File: src/rtl/ring_meas_pkg.sv
// Shared types and defaults for ring-oscillator measurement blocks.
// State encoding, default widths and drain-length helper.
package ring_meas_pkg;

  typedef enum logic [1:0] {
    IDLE  = 2'd0,
    RUN   = 2'd1,
    DRAIN = 2'd2,
    DONE  = 2'd3
  } meas_state_t;

  localparam int COUNT_W_DEF     = 32;
  localparam int TIME_W_DEF      = 32;
  localparam int SYNC_STAGES_DEF = 2;

  // Edges still in flight need the synchroniser depth plus the pulse register.
  function automatic int drain_len(int sync_stages);
    return sync_stages + 1;
  endfunction

endpackage

File: src/rtl/sync_rise_detect.sv
// Multi-flop synchroniser with a registered rising-edge pulse.
// clear wipes the edge history so a new window starts clean.
module sync_rise_detect #(
  parameter int STAGES = 2
) (
  input  logic clk,
  input  logic rst,
  input  logic clear,
  input  logic din,
  output logic rise
);

  logic [STAGES-1:0] sync;
  logic              prev;
  logic              s;

  assign s = sync[STAGES-1];

  always_ff @(posedge clk or posedge rst) begin
    if (rst) begin
      sync <= '0;
    end else begin
      sync <= {sync[STAGES-2:0], din};
    end
  end

  always_ff @(posedge clk or posedge rst) begin
    if (rst) begin
      prev <= 1'b0;
      rise <= 1'b0;
    end else if (clear) begin
      prev <= 1'b0;
      rise <= 1'b0;
    end else begin
      prev <= s;
      rise <= s & ~prev;
    end
  end

endmodule

File: src/rtl/ring_osc_counter.sv
// Gates an adder ring loop for a fixed window and counts its edges.
// Window FSM plus saturating edge counter.
module ring_osc_counter
  import ring_meas_pkg::*;
#(
  parameter int COUNT_W     = COUNT_W_DEF,
  parameter int TIME_W      = TIME_W_DEF,
  parameter int SYNC_STAGES = SYNC_STAGES_DEF
) (
  input  logic               wb_clk_i,
  input  logic               reset,
  input  logic               start,
  input  logic [TIME_W-1:0]  time_limit,
  input  logic               chain_out,
  output logic               ring_en,
  output logic               busy,
  output logic               done,
  output logic [COUNT_W-1:0] count,
  output logic               overflow
);

  localparam logic [TIME_W-1:0] DRAIN_CYC =
    TIME_W'(drain_len(SYNC_STAGES));
  localparam logic [TIME_W-1:0] ONE = TIME_W'(1);

  meas_state_t       state;
  meas_state_t       nstate;
  logic [TIME_W-1:0] win;
  logic              go;
  logic              rise;
  logic              counting;

  sync_rise_detect #(
    .STAGES(SYNC_STAGES)
  ) u_sync (
    .clk  (wb_clk_i),
    .rst  (reset),
    .clear(go),
    .din  (chain_out),
    .rise (rise)
  );

  assign go       = start & (state == IDLE || state == DONE);
  assign counting = (state == RUN) || (state == DRAIN);
  assign ring_en  = (state == RUN);
  assign busy     = counting;
  assign done     = (state == DONE);

  always_ff @(posedge wb_clk_i or posedge reset) begin
    if (reset) begin
      state <= IDLE;
    end else begin
      state <= nstate;
    end
  end

  always_comb begin
    nstate = state;
    unique case (state)
      IDLE, DONE: begin
        if (start) begin
          nstate = (time_limit != '0) ? RUN : DONE;
        end
      end
      RUN: begin
        if (win == ONE) nstate = DRAIN;
      end
      DRAIN: begin
        if (win == ONE) nstate = DONE;
      end
    endcase
  end

  // One down-counter times both the window and the drain tail.
  always_ff @(posedge wb_clk_i or posedge reset) begin
    if (reset) begin
      win <= '0;
    end else if (go) begin
      win <= time_limit;
    end else if (state == RUN) begin
      win <= (win == ONE) ? DRAIN_CYC : win - ONE;
    end else if (state == DRAIN) begin
      win <= win - ONE;
    end
  end

  always_ff @(posedge wb_clk_i or posedge reset) begin
    if (reset) begin
      count    <= '0;
      overflow <= 1'b0;
    end else if (go) begin
      count    <= '0;
      overflow <= 1'b0;
    end else if (counting && rise) begin
      if (&count) begin
        overflow <= 1'b1;
      end else begin
        count <= count + 1'b1;
      end
    end
  end

endmodule

File: config.mk
export PLATFORM = sky130hd
export DESIGN_NAME = ring_osc_counter
export DESIGN_NICKNAME = d
export VERILOG_FILES = /design/src/rtl/ring_meas_pkg.sv /design/src/rtl/sync_rise_detect.sv /design/src/rtl/ring_osc_counter.sv
export SDC_FILE = /design/constraint.sdc
export NUM_CORES = 1
export LEC_CHECK = 0
export BUFFER_PORTS_ARGS = -buffer_cell sky130_fd_sc_hd__buf_2
export CORE_ASPECT_RATIO = 1.1
export CORE_MARGIN = 5
export CORE_UTILIZATION = 50
export DETAILED_ROUTE_END_ITERATION = 10
export GPL_TIMING_DRIVEN = 0
export PLACE_DENSITY_LB_ADDON = 0.05
export SKIP_CTS_REPAIR_TIMING = 1
export SYNTH_ARGS = -nofsm -noshare
export SYNTH_HDL_FRONTEND = slang
export SYNTH_SLANG_ARGS = --single-unit
export TNS_END_PERCENT = 20
File: constraint.sdc
create_clock -name wb_clk_i -period 4.4 [get_ports wb_clk_i]
set_input_delay 0.44 -clock wb_clk_i [delete_from_list [all_inputs] [get_ports wb_clk_i]]
set_output_delay 0.44 -clock wb_clk_i [all_outputs]
set_load 0.01 [all_outputs]
==> load_flow_metrics.sql, run 1 <==
INSERT INTO impl_metrics (metric_group, metric, value, unit) VALUES
('power_and_ir_drop', 'powerDensity', '513', 'mW/mm²'),
('place', 'port-buffer-count', '71', ''),
('power_and_ir_drop', 'irDropWorstVdd', '0.000295', 'V'),
('synthesis', 'synth_largest_type_area_fraction', '44.7', '%'),
('final_layout', 'post_layout_instance_count_excluding_filler_cells', '625', ''),
('synthesis', 'syn_nets', '476', ''),
('routing', 'detailroute.via_count', '3537', ''),
('global_routing', 'grt_start_max_net_pins', '72', ''),
('final_layout', 'antenna_cells_inserted', '0', ''),
('synthesis', 'async_reset_ff_share', '100', '%'),
('clock_network', 'clock_root_buffer', 'sky130_fd_sc_hd__clkbuf_8', ''),
('critical_path', 'cells_along_the_critical_path', 'inv_1 -> ha_1 -> mux2i_1 -> nor3_1 -> o2111ai_1 -> or3_1 -> a21oi_1', ''),
('floorplan', 'top_level_ports', '72', ''),
('synthesis', 'synthesis.area_per_instance', '9.19', 'µm²'),
('final_layout', 'areaGrowthSynthToFinish', '17.0', '%'),
('critical_path', 'reg2reg_slack', '1.72', 'ns'),
('synthesis', 'synth_sequential_area_ratio', '44.7', '%'),
('final_layout', 'layout.area.seq', '0.00178', 'mm²'),
('synthesis', 'ys_ff_latch', '71', ''),
('final_layout', 'n_fill_cell', '730', ''),
('synthesis', 'synth_top_flop_cell', 'sky130_fd_sc_hd__dfrtp_1', ''),
('synthesis', 'synthMostInstantiatedCell', 'sky130_fd_sc_hd__dfrtp_1', ''),
('timing', 'rsz_0062_raised_after_global_routing', 'no', ''),
('critical_path', 'worst_setup_path_startpoint', 'state[0]$_DFFE_PP0P_', ''),
('final_layout', 'multi_input_comb_area', '0.00209', 'mm²'),
('clock_network', 'cts_max_path_buffers', '2', ''),
('floorplan', 'floorplan.initialDensity', '50.8', '%'),
('clock_network', 'clock_latency', '0.35', 'ns'),
('synthesis', 'post_synth_inst_count', '433', ''),
('min_path', 'hold_path.class', 'primary input to register', ''),
('critical_path', 'slowest_stage', 'sky130_fd_sc_hd__nor3_1', ''),
('critical_path', 'worstPathRequired', '4.66', 'ns'),
('final_layout', 'fin_area', '0.00466', 'mm²'),
('power_and_ir_drop', 'leakage', '1.96', 'nW'),
('clock_network', 'path_clk_slew', '0.07', 'ns'),
('timing', 'report.final.hold_viol_count', '0', ''),
('floorplan', 'die_h', '104', 'µm'),
('final_layout', 'num-nets-final', '558', ''),
('global_routing', 'first_global_vias', '3451', ''),
('timing', 'tightest_slew', '0.885', 'ns'),
('routing', 'totalWireLength', '9910', 'µm'),
('critical_path', 'critical_path_arrival', '2.94', 'ns'),
('critical_path', 'timing.setup.critical_path_class', 'register to register', ''),
('clock_network', 'tritoncts.num_buffers', '9', ''),
('timing', 'timing.clock.skew', '0.0109', 'ns'),
('place', 'placed_cells_incl_taps', '612', ''),
('global_routing', 'grt_antenna_before_repair', '0', ''),
('critical_path', 'worst_setup_path_start_kind', 'register', ''),
('clock_network', 'clock_sink_count', '71', ''),
('place', 'globalplace.congestion', '0.856', ''),
('global_routing', 'grt_pass1_wl', '16700', 'µm'),
('global_routing', 'grt_util_all_layers', '21.2', '%'),
('critical_path', 'ff2ff_path_depth', '7', ''),
('routing', 'first_pass_iters', '4', ''),
('routing', 'routed_via_density', '5.66', ''),
('job', 'maxCapViolations', '0', ''),
('timing', 'period_share', '60.8', '%'),
('synthesis', 'synth.yosys.warnings', '0', ''),
('floorplan', 'dieWidth', '95.0', 'µm'),
('floorplan', 'placement_rows', '34', ''),
('floorplan', 'area_enclosed_by_the_die_boundary', '0.00984', 'mm²'),
('global_routing', 'overflow', '0', ''),
('synthesis', 'library_cells_used_by_synthesis', '47', ''),
('timing', 'period_minus_slack', '2.68', 'ns'),
('clock_network', 'tritoncts_clock_tree', 'done', ''),
('place', 'placed_area', '0.00447', 'mm²'),
('critical_path', 'path_max_fanout', '8', ''),
('critical_path', 'crit_cells', '7', ''),
('critical_path', 'critPathCaptureType', 'register', ''),
('outcome', 'outcome', 'completed', ''),
('timing', 'timing.setup.tns', '0', 'ns');
## state kept, by name, indices dropped and copies added (netlist names)
register	flops
u_sync.prev	1
state	2
u_sync.rise	1
overflow	1
win	32
count	32
u_sync.sync	2
## layout by cell type (no fill, tap or decap), types with 3 or more instances in the layout
cell type | Yosys | final
sky130_fd_sc_hd__a21oi_1 | 21 | 21
sky130_fd_sc_hd__or3_1 | 13 | 13
sky130_fd_sc_hd__a31oi_1 | 5 | 5
sky130_fd_sc_hd__o21ai_0 | 37 | 37
sky130_fd_sc_hd__clkbuf_1 | 14 | 15
sky130_fd_sc_hd__clkbuf_8 | 0 | 11
sky130_fd_sc_hd__nor3_1 | 13 | 13
sky130_fd_sc_hd__xnor2_1 | 24 | 24
sky130_fd_sc_hd__nor4_1 | 18 | 18
sky130_fd_sc_hd__ha_1 | 7 | 7
sky130_fd_sc_hd__nand4_1 | 10 | 10
sky130_fd_sc_hd__nand2_1 | 48 | 48
sky130_fd_sc_hd__or2_2 | 4 | 4
sky130_fd_sc_hd__nand3_1 | 14 | 14
sky130_fd_sc_hd__xor2_1 | 17 | 17
sky130_fd_sc_hd__and3_1 | 3 | 3
sky130_fd_sc_hd__o31ai_1 | 8 | 8
sky130_fd_sc_hd__o2111ai_1 | 4 | 4
sky130_fd_sc_hd__nand4b_1 | 3 | 3
sky130_fd_sc_hd__o211ai_1 | 3 | 3
sky130_fd_sc_hd__nor4_4 | 3 | 3
sky130_fd_sc_hd__dfrtp_1 | 71 | 71
sky130_fd_sc_hd__buf_2 | 1 | 72
sky130_fd_sc_hd__o22a_1 | 3 | 3
sky130_fd_sc_hd__and2_1 | 6 | 6
sky130_fd_sc_hd__inv_1 | 10 | 9
sky130_fd_sc_hd__and4_1 | 5 | 5
sky130_fd_sc_hd__nor2_1 | 43 | 43
## worst min-delay path by stage
stage | start | to | cells after the start
2_1_floorplan | u_sync.sync[0]$_DFF_PP0_ | u_sync.sync[1]$_DFF_PP0_ | 0
4_1_cts | chain_out | u_sync.sync[0]$_DFF_PP0_ | 1
5_1_grt | chain_out | u_sync.sync[0]$_DFF_PP0_ | 1
3_3_place_gp | u_sync.sync[0]$_DFF_PP0_ | u_sync.sync[1]$_DFF_PP0_ | 0
6_report | chain_out | u_sync.sync[0]$_DFF_PP0_ | 1
3_5_place_dp | u_sync.sync[0]$_DFF_PP0_ | u_sync.sync[1]$_DFF_PP0_ | 0
## per-layer routing
| layer | track usage (%) | part of all wire [%] | vias up |
|---|---|---|---|
| li1 | - | - | 1718 |
| met1 | 28.0 | 43 | 1738 |
| met2 | 35.4 | 51 | 73 |
| met3 | 2.97 | 4.7 | 8 |
| met4 | 7.11 | 1.1 | 0 |
| met5 | 0 | 0 | - |
## where the power goes
group / switching, mW / internal (mW)
clock: 0.228 / 0.284
combinational: 0.516 / 0.333
sequential: 0.206 / 0.822
total: 0.949 / 1.44
## cell type report
| cell class | instances | area share [%] |
|---|---|---|
| Clock inverter | 1 | 0.645 |
| Inverter | 10 | 0.860 |
| Buffer | 16 | 1.48 |
| Clock buffer | 12 | 3.33 |
| Multi-Input combinational cell | 336 | 45.0 |
| Timing Repair Buffer | 71 | 7.63 |
| Sequential cell | 71 | 38.2 |
| Tap cell | 108 | 2.90 |
## stage by stage
step / worst slack [ns] / util, % / power [mW] / hold slack [ns]
CTS: 1.73 / 59.5 / 2.41 / 0.187
detailed placement: 1.76 / 57.1 / 1.89 / 0.339
finish: 1.72 / 59.5 / 2.39 / 0.204
global route: 1.43 / 59.5 / 2.55 / 0.186
floorplan: 2.16 / - / 1.62 / 0.331
global placement: 1.23 / 57.1 / 1.86 / 0.333
## kinds of logic (layout without fill, tap and decap cells)
group	count (synthesis)	after routing	synth area share [%]
AO/OA/AOI/OAI	89	89	13.4
XOR/XNOR	41	41	9.03
adder cells (fa/ha/maj)	7	7	2.20
buffers and inverters	26	110	2.67
flip-flops	71	71	44.7
multiplexers	2	2	0.503
AND/OR/NAND/NOR	197	197	27.6
(Power assumes the default switching activity.)
==> run 2, diff against run 1 <==
==> constraint.sdc (replaced) <==
create_clock -name wb_clk_i -period 2.33 [get_ports wb_clk_i]
set_input_delay 0.233 -clock wb_clk_i [delete_from_list [all_inputs] [get_ports wb_clk_i]]
set_output_delay 0.233 -clock wb_clk_i [all_outputs]
set_load 0.01 [all_outputs]
==> load_flow_metrics.sql, run 2 (synthesized netlist as in run 1, its figures left out) <==
INSERT INTO impl_metrics (metric_group, metric, value, unit) VALUES
('outcome', 'outcome', 'finished, violations left', ''),
('outcome', 'violated_checks', 'negative setup slack', ''),
('final_layout', 'antenna_cells_inserted', '0', ''),
('final_layout', 'registers_with_the_most_flip_flops', 'count x32, win x32', ''),
('global_routing', 'first_global_vias', '3451', ''),
('timing', 'postLayoutSetupSlackWorst', '-0.00216', 'ns'),
('floorplan', 'dieWidth', '95.0', 'µm'),
('critical_path', 'worst_setup_path_startpoint', 'win[26]$_DFFE_PP0P_', ''),
('global_routing', 'grt_util_all_layers', '21.2', '%'),
('floorplan', 'floorplan.initialDensity', '50.8', '%'),
('final_layout', 'areaGrowthSynthToFinish', '22.2', '%'),
('clock_network', 'path_clk_slew', '0.08', 'ns'),
('routing', 'routed_via_density', '5.65', ''),
('critical_path', 'critPathCaptureType', 'register', ''),
('floorplan', 'placement_rows', '34', ''),
('place', 'placed_cells_incl_taps', '612', ''),
('place', 'port-buffer-count', '71', ''),
('final_layout', 'final_cell_mix', 'sky130_fd_sc_hd__buf_2 (71), sky130_fd_sc_hd__dfrtp_1 (69), sky130_fd_sc_hd__nand2_1 (48)', ''),
('routing', 'totalWireLength', '10200', 'µm'),
('floorplan', 'area_enclosed_by_the_die_boundary', '0.00984', 'mm²'),
('clock_network', 'clock_latency', '0.35', 'ns'),
('clock_network', 'clock_sink_count', '71', ''),
('timing', 'period_share', '100', '%'),
('final_layout', 'post-route-util', '62.1', '%'),
('power_and_ir_drop', 'leakage', '2.05', 'nW'),
('timing', 'timing.clock.skew', '0.0110', 'ns'),
('floorplan', 'die_h', '104', 'µm'),
('timing', 'timing.setup.tns', '-0.00332', 'ns'),
('place', 'globalplace.congestion', '0.856', ''),
('place', 'hpwlAfterDp', '7280', 'µm'),
('place', 'detailedPlace.worstSlack', '-0.309', 'ns'),
('timing', 'setup_viol', '2', ''),
('final_layout', 'num-nets-final', '571', ''),
('timing', 'rsz_0062_raised_after_global_routing', 'yes', ''),
('critical_path', 'reg_to_reg_start', 'win[26]$_DFFE_PP0P_', ''),
('routing', 'drt_drc_violations_left', '0', ''),
('clock_network', 'cts_max_path_buffers', '2', ''),
('clock_network', 'cts_max_level', '3', ''),
('critical_path', 'worst_setup_path_start_kind', 'register', ''),
('critical_path', 'path_max_fanout', '6', ''),
('floorplan', 'top_level_ports', '72', ''),
('routing', 'detailroute.via_count', '3603', ''),
('clock_network', 'tritoncts.num_buffers', '9', ''),
('critical_path', 'worstPathRequired', '2.59', 'ns'),
('routing', 'antenna_violating_nets_post_route', '0', ''),
('critical_path', 'critical_path_arrival', '2.59', 'ns'),
('clock_network', 'tritoncts_clock_tree', 'done', ''),
('routing', 'route.detailed.wl_per_inst', '16.0', 'µm'),
('global_routing', 'grt_pass1_wl', '16700', 'µm'),
('timing', 'period_minus_slack', '2.33', 'ns'),
('final_layout', 'layout.cells.most_common', 'sky130_fd_sc_hd__buf_2', ''),
('power_and_ir_drop', 'powerDensity', '966', 'mW/mm²'),
('global_routing', 'grt_start_max_net_pins', '72', ''),
('timing', 'achievable-frequency', '429', 'MHz'),
('timing', 'tightest_slew', '0.890', 'ns'),
('timing', 'report.final.hold_viol_count', '0', ''),
('global_routing', 'overflow', '0', ''),
('timing', 'worst_slew_margin_rel', '40.7', '%'),
('power_and_ir_drop', 'irDropWorstVdd', '0.000558', 'V'),
('job', 'maxCapViolations', '0', ''),
('final_layout', 'post_layout_instance_count_excluding_filler_cells', '638', ''),
('final_layout', 'layout_cells_sized_above_1', '24.5', '%'),
('floorplan', 'core', '0.00783', 'mm²'),
('routing', 'first_pass_iters', '4', ''),
('clock_network', 'clock_root_buffer', 'sky130_fd_sc_hd__clkbuf_8', ''),
('global_routing', 'grt_antenna_before_repair', '0', ''),
('critical_path', 'timing.setup.critical_path_class', 'register to register', ''),
('routing', 'initialDrtViolationCount', '126', ''),
('timing', 'finalMaxSlewViolations', '0', ''),
('min_path', 'hold_path.class', 'primary input to async pin', '');
-- run 2: cell types whose count changed in the layout (fill, tap and decap cells not counted), sizes merged --
cell,previous run,this run
clkbuf,26,27
buf,73,84
dlygate4sd3,0,1
-- run 2: cell type report --
type	instances	area [µm²]
tap	108	135
timing repair buffer	84	455
multi-input combinational	336	2190
clock inverter	1	30.0
buffer	16	80.1
sequential	71	1780
fill	708	2970
inverter	10	40.0
clock buffer	12	155
-- run 2: path summary, 6_finish.rpt --
path	slack [ns]	depth (start not counted)	endpoint
setup / recovery	-0.002	6	state[0]$_DFFE_PP0P_
hold / removal	0.07	2	count[0]$_DFFE_PP0P_
setup reg to reg	-0.002	6	state[0]$_DFFE_PP0P_
hold reg to reg	0.35	0	u_sync.sync[1]$_DFF_PP0_
max in group asynchronous	1.61	2	win[9]$_DFFE_PP0P_
min in group wb_clk_i	0.11	3	win[29]$_DFFE_PP0P_
-- run 2: worst max-delay path, stage by stage (launching register included) --
cell and delay (ns):
sky130_fd_sc_hd__dfrtp_1 0.44, sky130_fd_sc_hd__nor4_4 0.45, sky130_fd_sc_hd__or4b_2 0.65, sky130_fd_sc_hd__nor2_1 0.15, sky130_fd_sc_hd__a31oi_1 0.12, sky130_fd_sc_hd__a21oi_1 0.22
sky130_fd_sc_hd__mux2i_1 0.23
-- run 2: layer usage --
layer	track usage, %	vias to the layer above	wire length, µm
met1	28.0	1755	4360
met4	7.11	0	162
li1	-	1744	-
met3	2.97	11	455
met2	35.4	93	5230
met5	0	-	0
-- run 2: through the flow --
step | hold WS, ns | instance area [µm²] | total power [mW]
floorplan | 0.264 | 3980 | 3.07
global placement | 0.333 | 4470 | 3.52
detailed placement | 0.339 | 4470 | 3.57
CTS | -0.0197 | 4660 | 4.55
global route | 0.119 | 4860 | 5.00
finish | 0.0690 | 4860 | 4.70
-- run 2: report_power, final --
group | leakage [nW] | switching [mW] | internal (mW)
clock network | 0.0944 | 0.431 | 0.536
logic | 1.04 | 1.04 | 0.741
registers | 0.910 | 0.397 | 1.56
